===== config.mk =====
export PLATFORM = sky130hd
export DESIGN_NAME = rr_grant_scheduler
export DESIGN_NICKNAME = d
export VERILOG_FILES = /design/src/rtl/arb_pkg.sv /design/src/rtl/rr_pick4.sv /design/src/rtl/rr_grant_scheduler.sv
export SDC_FILE = /design/constraint.sdc
export NUM_CORES = 1
export LEC_CHECK = 0
export ABC_AREA = 1
export CORE_AREA = 4 4 41 43
export DETAILED_ROUTE_END_ITERATION = 7
export DIE_AREA = 0 0 45 47
export DONT_BUFFER_PORTS = 1
export SKIP_LAST_GASP = 1
export SYNTH_ARGS = -nofsm -noshare
export SYNTH_HDL_FRONTEND = slang
export SYNTH_HIERARCHICAL = 1
export SYNTH_SLANG_ARGS = --single-unit

===== constraint.sdc =====
create_clock -name clk -period 2.25 [get_ports clk]
set_input_delay 0.225 -clock clk [delete_from_list [all_inputs] [get_ports clk]]
set_output_delay 0.225 -clock clk [all_outputs]
set_load 0.02 [all_outputs]

===== src/rtl/arb_pkg.sv =====
// Shared types and constants for the round-robin grant scheduler.
// Includes the state encoding and the index-to-one-hot helper.
package arb_pkg;

    localparam int N_REQ           = 4;
    localparam int IDX_W           = 2;
    localparam int TIMEOUT_CYC_DEF = 15;

    typedef enum logic [0:0] {
        IDLE  = 1'b0,
        GRANT = 1'b1
    } arb_state_e;

    function automatic logic [N_REQ-1:0] idx_to_onehot(input logic [IDX_W-1:0] idx);
        idx_to_onehot = 4'b0001 << idx;
    endfunction

endpackage


===== src/rtl/rr_pick4.sv =====
// Combinational round-robin picker for four requesters.
// It rotates the request vector by ptr, priority-encodes it, and then un-rotates the result.
module rr_pick4
    import arb_pkg::*;
(
    input  logic [N_REQ-1:0] req_i,
    input  logic [IDX_W-1:0] ptr_i,
    output logic [IDX_W-1:0] sel_idx_o,
    output logic             any_req_o
);

    logic [N_REQ-1:0] rot_s;
    logic [IDX_W-1:0] enc_s;
    logic [IDX_W-1:0] src_s;

    // Rotate so that the requester at ptr lands in bit 0 (2-bit index wraps naturally).
    always_comb begin
        rot_s = 4'b0000;
        src_s = 2'd0;
        for (int i = 0; i < N_REQ; i++) begin
            src_s    = IDX_W'(i) + ptr_i;
            rot_s[i] = req_i[src_s];
        end
    end

    // Lowest set bit wins inside the rotated frame.
    always_comb begin
        casez (rot_s)
            4'b???1: enc_s = 2'd0;
            4'b??10: enc_s = 2'd1;
            4'b?100: enc_s = 2'd2;
            4'b1000: enc_s = 2'd3;
            default: enc_s = 2'd0;
        endcase
    end

    assign sel_idx_o = enc_s + ptr_i;
    assign any_req_o = |req_i;

endmodule


===== src/rtl/rr_grant_scheduler.sv =====
// Non-preemptive 4-way round-robin arbiter. A grant is held until done is asserted.
// Define ARB_TIMEOUT_EN to add a hold counter that forces release and pulses timeout.
module rr_grant_scheduler
    import arb_pkg::*;
#(
    parameter int TIMEOUT_CYC = TIMEOUT_CYC_DEF
) (
    input  logic             clk,
    input  logic             rst,
    input  logic [N_REQ-1:0] req,
    input  logic             done,
    output logic [N_REQ-1:0] gnt,
    output logic [IDX_W-1:0] gnt_idx,
    output logic             gnt_valid
`ifdef ARB_TIMEOUT_EN
    ,
    output logic             timeout
`endif
);

    arb_state_e       state_q;
    logic [IDX_W-1:0] ptr_q;
    logic [N_REQ-1:0] gnt_q;
    logic [IDX_W-1:0] gnt_idx_q;
    logic             gnt_valid_q;
    logic [IDX_W-1:0] sel_idx_s;
    logic             any_req_s;
`ifdef ARB_TIMEOUT_EN
    logic [7:0]       hold_cnt_q;
    logic             timeout_q;
`endif

    rr_pick4 u_pick (
        .req_i     (req),
        .ptr_i     (ptr_q),
        .sel_idx_o (sel_idx_s),
        .any_req_o (any_req_s)
    );

    // Arbiter FSM with its pointer, output registers and optional hold counter.
    always_ff @(posedge clk or posedge rst) begin
        if (rst) begin
            state_q     <= IDLE;
            ptr_q       <= 2'd0;
            gnt_q       <= 4'b0000;
            gnt_idx_q   <= 2'd0;
            gnt_valid_q <= 1'b0;
`ifdef ARB_TIMEOUT_EN
            hold_cnt_q  <= 8'd0;
            timeout_q   <= 1'b0;
`endif
        end else begin
`ifdef ARB_TIMEOUT_EN
            timeout_q <= 1'b0;
`endif
            case (state_q)
                IDLE: begin
                    if (any_req_s) begin
                        gnt_q       <= idx_to_onehot(sel_idx_s);
                        gnt_idx_q   <= sel_idx_s;
                        gnt_valid_q <= 1'b1;
                        state_q     <= GRANT;
`ifdef ARB_TIMEOUT_EN
                        hold_cnt_q  <= 8'd0;
`endif
                    end else begin
                        state_q <= IDLE;
                    end
                end
                GRANT: begin
                    // done has priority over the timeout, so timeout is not pulsed when both occur.
                    if (done) begin
                        gnt_q       <= 4'b0000;
                        gnt_valid_q <= 1'b0;
                        ptr_q       <= gnt_idx_q + 2'd1;
                        state_q     <= IDLE;
`ifdef ARB_TIMEOUT_EN
                    end else if (hold_cnt_q == 8'(TIMEOUT_CYC - 1)) begin
                        gnt_q       <= 4'b0000;
                        gnt_valid_q <= 1'b0;
                        ptr_q       <= gnt_idx_q + 2'd1;
                        state_q     <= IDLE;
                        timeout_q   <= 1'b1;
                    end else begin
                        hold_cnt_q  <= hold_cnt_q + 8'd1;
                    end
`else
                    end else begin
                        state_q <= GRANT;
                    end
`endif
                end
                default: begin
                    state_q     <= IDLE;
                    gnt_q       <= 4'b0000;
                    gnt_valid_q <= 1'b0;
                end
            endcase
        end
    end

    assign gnt       = gnt_q;
    assign gnt_idx   = gnt_idx_q;
    assign gnt_valid = gnt_valid_q;
`ifdef ARB_TIMEOUT_EN
    assign timeout   = timeout_q;
`endif

endmodule


==> results.py, run 1 <==
metrics = {
    "setup_path": {
        "path_class": "reg -> reg",
        "worstPathRequired_ns": 2.40,
        "cp.arrival_ns": 1.98,
        "r2r-start": "ptr_q[0]$_DFFE_PP0P_",
        "end_kind": "flop",
        "r2r_slack_ns": 0.42,
        "critical_path.max_fanout": 9,
        "rr_endpoint": "gnt[0]$_DFFE_PP0P_",
        "startpoint_type": "flop",
        "ff2ff_path_depth": 12,
    },
    "run_status": {
        "outcome": "completed",
    },
    "worst_hold_path": {
        "whs_endpoint": "state_q$_DFF_PP0_",
        "min_path_cells": 1,
        "hp-class": "in -> reg",
        "hp-start": "done",
    },
    "synth": {
        "syn_inst": 95,
        "synth_cell_type_count": 13,
        "synth_top_cell_by_area": "dfrtp_1",
        "syn_nets": 103,
        "synth.area.top_cells": "dfrtp_1 40%, nand2_1 21%, nand3_1 10%",
        "synth.cell_area_um2": 633,
        "avgSynthCellArea_um2": 6.66,
        "ys_seq_elements": 10,
        "ys_seq_area_share_pct": 39.5,
        "yosys_warnings": 6,
        "synth_top_area_share_pct": 39.5,
    },
    "cts": {
        "cts_buffers": 3,
        "cts_root_buffer": "clkbuf_4",
        "clk_latency_ns": 0.26,
        "cts_resized": 0,
        "htree_levels": 1,
        "clock-sinks": 10,
        "clk_path_buf_depth": 2,
        "tritoncts": "yes",
        "clk_pin_slew_ns": 0.07,
    },
    "routing": {
        "detail-route-antenna-nets": 0,
        "dr_total_vias": 569,
        "firstDrtPassIters": 4,
        "drc": 0,
        "routed_wl_um": 1350,
        "viasPerCell": 4.95,
        "post_drt_wl_per_cell_um": 11.7,
        "drt_iter0_markers": 12,
    },
    "timing": {
        "grt_setup_unrepaired": "no",
        "worst_slew_pin_slew_ns": 0.374,
        "period_needed_ns": 1.83,
        "relSlewSlack_pct": 75.0,
        "clock_skew_ns": 0.000536,
        "slew_viol_final": 0,
        "min_period_over_period_pct": 81.2,
        "fin_setup_tns_ns": 0,
        "fmax_ghz": 0.548,
        "hold_viol": 0,
        "setup-violations-final": 0,
    },
    "pwr": {
        "peakVddDrop_uv": 844,
        "p_per_area_nw_per_um2": 1650,
        "power.total_mw": 1.16,
        "total_leakage_power_nw": 0.411,
    },
    "flow_run": {
        "max-cap-violations": 0,
    },
    "grt": {
        "overflow": 0,
        "grt_use_total_pct": 15.8,
        "antenna_found_initial": 0,
        "grt_pass1_vias": 559,
        "grt_max_degree": 11,
        "grt_pass1_wl_um": 2390,
    },
    "cells_and_area": {
        "fin_area_um2": 698,
        "diodes": 0,
        "drive_gt1_share_pct": 13.0,
        "syn2layout_area_growth_pct": 10.3,
        "nNetsFinal": 109,
    },
    "die": {
        "num_io_pins": 14,
        "row_count": 13,
        "die_x_um": 45,
        "core_um2": 1300,
        "start_util_pct": 48.7,
        "chipHeight_um": 47,
        "die-area_um2": 2120,
    },
    "placed_design": {
        "dpl.hpwl_um": 1070,
        "portBuffers": 0,
        "gp_congestion": 0.796,
        "place_area_um2": 652,
    },
}
-- cells by family after synthesis --
kind of cell             Yosys count  share of synthesized area (%)
AO/OA/AOI/OAI                      6                           4.74
adder cells (fa/ha/maj)            1                           1.98
buffers and inverters             15                           8.89
flip-flops                        10                           39.5
AND/OR/NAND/NOR                   63                           44.9
-- flip-flops by register name (all words and copies together) (netlist names) --
name / count
state_q: 1
ptr_q: 2
gnt: 4
gnt_valid: 1
gnt_idx: 2
-- through the flow --
step	hold WS, ns	util, %	setup slack, ns	instances
after floorplan	0.0652	-	0.693	95
after global placement	0.115	50.1	0.509	110
after detailed placement	0.121	50.1	0.449	110
after CTS	0.0697	53.7	0.421	115
after global routing	0.0603	53.7	0.193	115
final	0.0717	53.7	0.424	115
-- timing repair --
action | in CTS | in global routing
hold buffers | 1 | 0
buffers inserted | 0 | 0
endpoints found under the hold margin | 10 | 0
-- area by class of cell --
type / count / area, µm²
fillers: 136 / 603
repair buffers: 1 / 10.0
clock buffers: 4 / 36.3
inverters: 15 / 56.3
flip-flops and latches: 10 / 250
well taps: 15 / 18.8
multi-input cells: 70 / 327
-- routing by layer --
metal	track usage, %	routed length, µm	up-vias
met3	3.83	71	2
met5	0	0	-
met4	7.02	13	0
li1	-	-	308
met1	20.1	602	249
met2	25.4	658	10
-- cell usage in the layout, fill, tap and decap left out, types with 2 or more instances in the layout --
cell type  netlist  layout
a21oi_1          2       2
clkbuf_4         0       3
nand2_1         35      35
nand3_1         13      13
nor2_1           4       4
nand4_1          2       2
nand2_2          7       7
dfrtp_1         10      10
o21ai_0          4       4
inv_1           14      14
-- critical path, stage by stage (launching register included) --
cell and delay, ns:
dfrtp_1 0.51, inv_2 0.11, nand2_1 0.10, nand3_1 0.07
nand2_1 0.12, nand3_1 0.08, a21oi_1 0.14, ha_1 0.18
nand3_1 0.08, nand2_1 0.11, inv_1 0.08, nand3_1 0.09
nand2_1 0.05
-- worst max path at each step --
stage,to,from,depth (start not counted),slack [ns]
6_report,gnt[0]$_DFFE_PP0P_,ptr_q[0]$_DFFE_PP0P_,12,0.42
5_1_grt,gnt_idx[1]$_DFFE_PP0P_,ptr_q[0]$_DFFE_PP0P_,11,0.19
4_1_cts,gnt_idx[1]$_DFFE_PP0P_,ptr_q[0]$_DFFE_PP0P_,11,0.42
3_5_place_dp,gnt[1]$_DFFE_PP0P_,ptr_q[0]$_DFFE_PP0P_,12,0.45
3_3_place_gp,gnt[0]$_DFFE_PP0P_,ptr_q[0]$_DFFE_PP0P_,12,0.51
2_1_floorplan,gnt[1]$_DFFE_PP0P_,ptr_q[0]$_DFFE_PP0P_,12,0.69
-- where the power goes --
part	total [mW]	switching (mW)	internal (mW)
combinational	0.588	0.386	0.202
clock	0.160	0.0617	0.0982
sequential	0.407	0.151	0.257
-- synthesized netlist by cell type (all sizes together) --
cell	number
and2	1
ha	1
nor2	4
a21oi	2
nand3	14
nand2	42
nand4	2
o21ai	4
inv	15
dfrtp	10
Note: power is estimated with default switching activity, not from simulation.
==> run 2: changes to the inputs <==
==> constraint.sdc (replaced) <==
create_clock -name clk -period 1.61 [get_ports clk]
set_input_delay 0.161 -clock clk [delete_from_list [all_inputs] [get_ports clk]]
set_output_delay 0.161 -clock clk [all_outputs]
set_load 0.02 [all_outputs]
==> run 2 against run 1 <==
The run now ends with negative setup slack left; sequential power rose by 39%; clock skew increased by 0.0012 ns; combinational power grew 140%; non-clock buffer count rose by 9; worst setup slack worse by 0.44 ns; largest power group unchanged; via count grew 12%; first-iteration DRC count shrank 17%; cell area grew 23%.
==> results.py, run 2 (synthesized netlist as in run 1, its figures left out) <==
metrics = {
    "run_status": {
        "outcome": "complete, but fails checks",
        "violations": "negative setup slack",
    },
    "grt": {
        "grt_use_total_pct": 16.5,
        "overflow": 0,
        "grt_max_degree": 11,
        "antenna_found_initial": 0,
        "grt_pass1_wl_um": 2460,
        "grt_pass1_vias": 609,
    },
    "cts": {
        "htree_levels": 1,
        "tritoncts": "yes",
        "clk_pin_slew_ns": 0.06,
        "clk_latency_ns": 0.26,
        "postCtsSetupRepairBufs": 0,
        "clock-sinks": 10,
        "cts_buffers": 3,
        "clk_path_buf_depth": 2,
        "cts_root_buffer": "clkbuf_4",
    },
    "cells_and_area": {
        "fill_cells": 121,
        "nNetsFinal": 118,
        "syn2layout_area_growth_pct": 35.6,
        "largest_reg_flops": 4,
        "final_util_pct": 66.0,
        "drive_gt1_share_pct": 44.4,
        "multi_input_area_um2": 422,
        "regArea_um2": 253,
        "diodes": 0,
        "mostFrequentLayoutCells": "22 x nand2_1, 17 x nand2_2, 11 x inv_1",
        "final_common_cell": "nand2_1",
    },
    "timing": {
        "fmax_ghz": 0.615,
        "worst_slack_ns": -0.0168,
        "relSlewSlack_pct": 74.4,
        "fin_setup_tns_ns": -0.0326,
        "hold_viol": 0,
        "min_period_over_period_pct": 101,
        "worst_slew_pin_slew_ns": 0.383,
        "worst_hold_slack_ns": 0.0189,
        "slew_viol_final": 0,
        "clock_skew_ns": 0.00171,
        "grt_setup_unrepaired": "yes",
        "setup-violations-final": 2,
        "period_needed_ns": 1.63,
    },
    "routing": {
        "drc": 0,
        "firstDrtPassIters": 4,
        "drt_iter0_markers": 10,
        "detail-route-antenna-nets": 0,
        "dr_total_vias": 637,
        "post_drt_wl_per_cell_um": 12.7,
        "routed_wl_um": 1560,
        "viasPerCell": 5.18,
    },
    "setup_path": {
        "end_kind": "flop",
        "cp_slowest_cell": "dfrtp_2",
        "r2r_slack_ns": -0.02,
        "crit_path_max_incr_delay_ns": 0.47,
        "crit_buf_inv": 3,
        "r2r-start": "ptr_q[0]$_DFFE_PP0P_",
        "rr_endpoint": "gnt[1]$_DFFE_PP0P_",
        "cp_top_family": "flip-flops",
        "ff2ff_path_depth": 12,
        "cp.arrival_ns": 1.78,
        "worstPathRequired_ns": 1.76,
        "crit_chain": "inv_4 > nand2_2 > and2_1 > a21oi_2 > a21oi_2 > ha_4 > inv_2 > nand2_2 > nand2_4 > inv_4 > nand3_2 > nand2_1",
        "critical_path.max_fanout": 8,
        "startpoint_type": "flop",
        "path_class": "reg -> reg",
        "crit_cells": 12,
        "endpoint": "gnt[1]$_DFFE_PP0P_",
        "critPathLaunch": "ptr_q[0]$_DFFE_PP0P_",
    },
    "placed_design": {
        "gp_congestion": 0.885,
        "dpl.hpwl_um": 1070,
        "portBuffers": 0,
    },
    "worst_hold_path": {
        "hp-class": "in -> reg",
        "min_path_cells": 1,
    },
    "die": {
        "die_x_um": 45,
        "die-area_um2": 2120,
        "num_io_pins": 14,
        "core_um2": 1300,
        "row_count": 13,
        "chipHeight_um": 47,
        "start_util_pct": 48.7,
    },
    "pwr": {
        "p_per_area_nw_per_um2": 2490,
        "peakVddDrop_uv": 1220,
        "total_leakage_power_nw": 0.461,
    },
    "flow_run": {
        "max-cap-violations": 0,
    },
}
## run 2: changes by cell type in the layout (fill, tap and decap cells not counted), moves of 3 or more
cell | previous run | this run
nand2_4 | 0 | 3
inv_1 | 14 | 11
nand2_1 | 35 | 22
buf_4 | 0 | 8
nand2_2 | 7 | 17
nand3_2 | 1 | 6
nand3_1 | 13 | 8
## run 2: final cells by class
cell class	instances	area share [%]
inverter	15	7.14
clock buffer	3	2.62
tap	15	2.19
sequential	10	29.4
timing repair buffer	10	9.48
multi-input combinational	70	49.1
## run 2: metal layers
metal,wire length (µm),track usage (%),vias to the layer above
met3,70,3.83,7
li1,-,-,323
met1,645,19.8,295
met2,805,26.6,12
met5,0,0,-
met4,42,10.5,0
## run 2: metrics by stage
stage / setup slack (ns) / power, mW / std cells / cell area [µm²]
floorplan: 0.0528 / 1.21 / 95 / 633
global placement: -0.0690 / 1.55 / 119 / 719
detailed placement: -0.0866 / 1.55 / 119 / 719
CTS: 0.000194 / 1.82 / 123 / 781
global route: -0.163 / 2.35 / 123 / 858
finish: -0.0168 / 2.14 / 123 / 858
## run 2: worst min-delay path by stage
stage	startpoint	endpoint	slack [ns]
after floorplan	rst	gnt[0]$_DFFE_PP0P_	0.001
after global placement	rst	gnt_valid$_DFFE_PP0P_	0.05
after detailed placement	rst	gnt_valid$_DFFE_PP0P_	0.05
after CTS	done	state_q$_DFF_PP0_	0.02
after global routing	done	state_q$_DFF_PP0_	0.02
final	done	state_q$_DFF_PP0_	0.02
## run 2: repair_timing
item | CTS | global route
hold buffers | 1 | 0
endpoints found under the hold margin | 10 | 0
setup endpoints to repair | 5 | 6
resized for setup | 12 | 24
pin swaps | 4 | 12
## run 2: power breakdown
group	leakage, nW	internal, mW	switching [mW]
Sequential	0.123	0.365	0.201
Clock	0.0138	0.0862	0.0807
Combinational	0.324	0.598	0.808
==> run 3: changes to the inputs <==
--- a/config.mk
+++ b/config.mk
@@ -11,6 +11,7 @@
 export DIE_AREA = 0 0 45 47
 export DONT_BUFFER_PORTS = 1
 export SKIP_LAST_GASP = 1
+export SLEW_MARGIN = 40
 export SYNTH_ARGS = -nofsm -noshare
 export SYNTH_HDL_FRONTEND = slang
 export SYNTH_HIERARCHICAL = 1
==> constraint.sdc (replaced) <==
create_clock -name clk -period 1.6 [get_ports clk]
set_input_delay 0.16 -clock clk [delete_from_list [all_inputs] [get_ports clk]]
set_output_delay 0.16 -clock clk [all_outputs]
set_load 0.02 [all_outputs]
==> run 3 against run 2 <==
Global-route usage unchanged; via count grew 0.31%; register-to-register slack barely moved; the flow still finishes with violations (negative setup slack); sequential share of layout area unchanged; flip-flop and latch count stayed put; die area did not move; largest power group unchanged; fmax fell by 0.19%; highest routed layer unchanged; first-iteration DRC count stayed put; cell area stayed put; non-clock buffer count stayed put; wire length increased by 0.32%.
==> results.py, run 3 (synthesized netlist as in run 1, its figures left out) <==
metrics = {
    "setup_path": {
        "cp.arrival_ns": 1.78,
        "crit_chain": "inv_4 > nand2_2 > and2_1 > a21oi_2 > a21oi_2 > ha_4 > inv_2 > nand2_2 > nand2_4 > inv_4 > nand3_2 > nand2_1",
        "end_kind": "flop",
        "worstPathRequired_ns": 1.75,
        "crit_path_max_incr_delay_ns": 0.47,
        "r2r_slack_ns": -0.03,
        "crit_buf_inv": 3,
        "startpoint_type": "flop",
        "cp_top_family": "flip-flops",
        "cp_slowest_cell": "dfrtp_2",
        "critical_path.max_fanout": 8,
        "path_class": "reg -> reg",
    },
    "timing": {
        "worst_hold_slack_ns": 0.0179,
        "slew_viol_final": 0,
        "grt_setup_unrepaired": "yes",
        "fmax_ghz": 0.614,
        "hold_viol": 0,
        "worst_slack_ns": -0.0298,
        "worst_slew_pin_slew_ns": 0.383,
        "min_period_over_period_pct": 102,
        "period_needed_ns": 1.63,
        "setup-violations-final": 4,
        "relSlewSlack_pct": 74.4,
        "clock_skew_ns": 0.00171,
    },
    "cts": {
        "cts_buffers": 3,
        "clk_latency_ns": 0.26,
        "clock-sinks": 10,
        "cts_root_buffer": "clkbuf_4",
        "htree_levels": 1,
        "tritoncts": "yes",
        "clk_path_buf_depth": 2,
        "clk_pin_slew_ns": 0.06,
    },
    "cells_and_area": {
        "drive_gt1_share_pct": 44.4,
        "instances_no_fill": 123,
        "final_common_cell": "nand2_1",
        "mostFrequentLayoutCells": "22 x nand2_1, 17 x nand2_2, 11 x inv_1",
        "multi_input_area_um2": 422,
        "largest_reg_flops": 4,
        "regArea_um2": 253,
        "diodes": 0,
        "nNetsFinal": 118,
        "fin_area_um2": 858,
        "syn2layout_area_growth_pct": 35.6,
        "fill_cells": 121,
    },
    "die": {
        "chipHeight_um": 47,
        "core_um2": 1300,
        "row_count": 13,
        "die_x_um": 45,
        "die-area_um2": 2120,
        "num_io_pins": 14,
        "start_util_pct": 48.7,
    },
    "pwr": {
        "p_per_area_nw_per_um2": 2510,
        "power.total_mw": 2.15,
        "peakVddDrop_uv": 1220,
        "total_leakage_power_nw": 0.461,
    },
    "routing": {
        "viasPerCell": 5.20,
        "detail-route-antenna-nets": 0,
        "post_drt_wl_per_cell_um": 12.7,
        "dr_total_vias": 639,
        "routed_wl_um": 1570,
        "firstDrtPassIters": 4,
        "drc": 0,
        "drt_iter0_markers": 10,
    },
    "grt": {
        "grt_use_total_pct": 16.5,
        "antenna_found_initial": 0,
        "use_met1_pct": 19.8,
        "grtUsageMet3_pct": 3.83,
        "grt_pass1_vias": 607,
        "busiest_layer": "met2",
        "grt_pass1_wl_um": 2460,
        "use_met2_pct": 26.6,
        "grt_max_degree": 11,
        "overflow": 0,
    },
    "run_status": {
        "violations": "negative setup slack",
        "outcome": "complete, but fails checks",
    },
    "worst_hold_path": {
        "hp-class": "in -> reg",
    },
    "flow_run": {
        "max-cap-violations": 0,
    },
    "placed_design": {
        "dpl.hpwl_um": 1070,
        "dp_cells": 119,
        "portBuffers": 0,
        "pre_cts_ws_ns": -0.0966,
        "place_area_um2": 719,
        "gp_congestion": 0.885,
    },
}
run 3: cell counts in the layout (fill, tap and decap cells not counted):
Identical to the previous run, type by type.
run 3: metrics by stage:
step,util (%),TNS [ns]
2_1_floorplan,-,0
3_3_place_gp,55.3,-0.219
3_5_place_dp,55.3,-0.314
4_1_cts,60.0,-0.0190
5_1_grt,66.0,-0.834
6_report,66.0,-0.0730
run 3: power breakdown:
group	leakage, nW	internal [mW]	total, mW	switching, mW
Sequential	0.123	0.367	0.570	0.203
Clock	0.0138	0.0867	0.168	0.0812
Combinational	0.324	0.601	1.41	0.813
run 3: worst reg2reg max path: stages, from the launching register on:
cell	delay, ns
dfrtp_2	0.47
inv_4	0.12
nand2_2	0.06
and2_1	0.16
a21oi_2	0.16
a21oi_2	0.06
ha_4	0.16
inv_2	0.05
nand2_2	0.06
nand2_4	0.08
inv_4	0.04
nand3_2	0.06
nand2_1	0.05
run 3: cell type report:
class | instances | area share, %
repair buffers | 10 | 9.48
inverters | 15 | 7.14
clock buffers | 3 | 2.62
multi-input cells | 70 | 49.1
flip-flops and latches | 10 | 29.4
well taps | 15 | 2.19
run 3: worst paths after layout:
| kind | startpoint | endpoint | depth (start not counted) |
|---|---|---|---|
| worst max-delay path | ptr_q[0]$_DFFE_PP0P_ | gnt[1]$_DFFE_PP0P_ | 12 |
| worst min register to register | state_q$_DFF_PP0_ | gnt[3]$_DFFE_PP0P_ | 3 |
| worst max register to register | ptr_q[0]$_DFFE_PP0P_ | gnt[1]$_DFFE_PP0P_ | 12 |
| min in group asynchronous | rst | gnt_valid$_DFFE_PP0P_ | 2 |
| max in group asynchronous | rst | ptr_q[1]$_DFFE_PP0P_ | 2 |
| worst min-delay path | done | state_q$_DFF_PP0_ | 1 |
run 3: per-layer routing:
layer / up-vias / part of all wire, %
li1: 323 / -
met1: 297 / 41
met2: 12 / 51
met3: 7 / 4.5
met4: 0 / 2.7
met5: - / 0
run 3: repair_timing:
item / CTS / global route
setup buffers: 0 / 0
setup endpoints to repair: 6 / 6
pin swaps: 5 / 12
hold endpoints to repair: 10 / 0
gates resized for setup: 12 / 24
hold buffers: 1 / 0
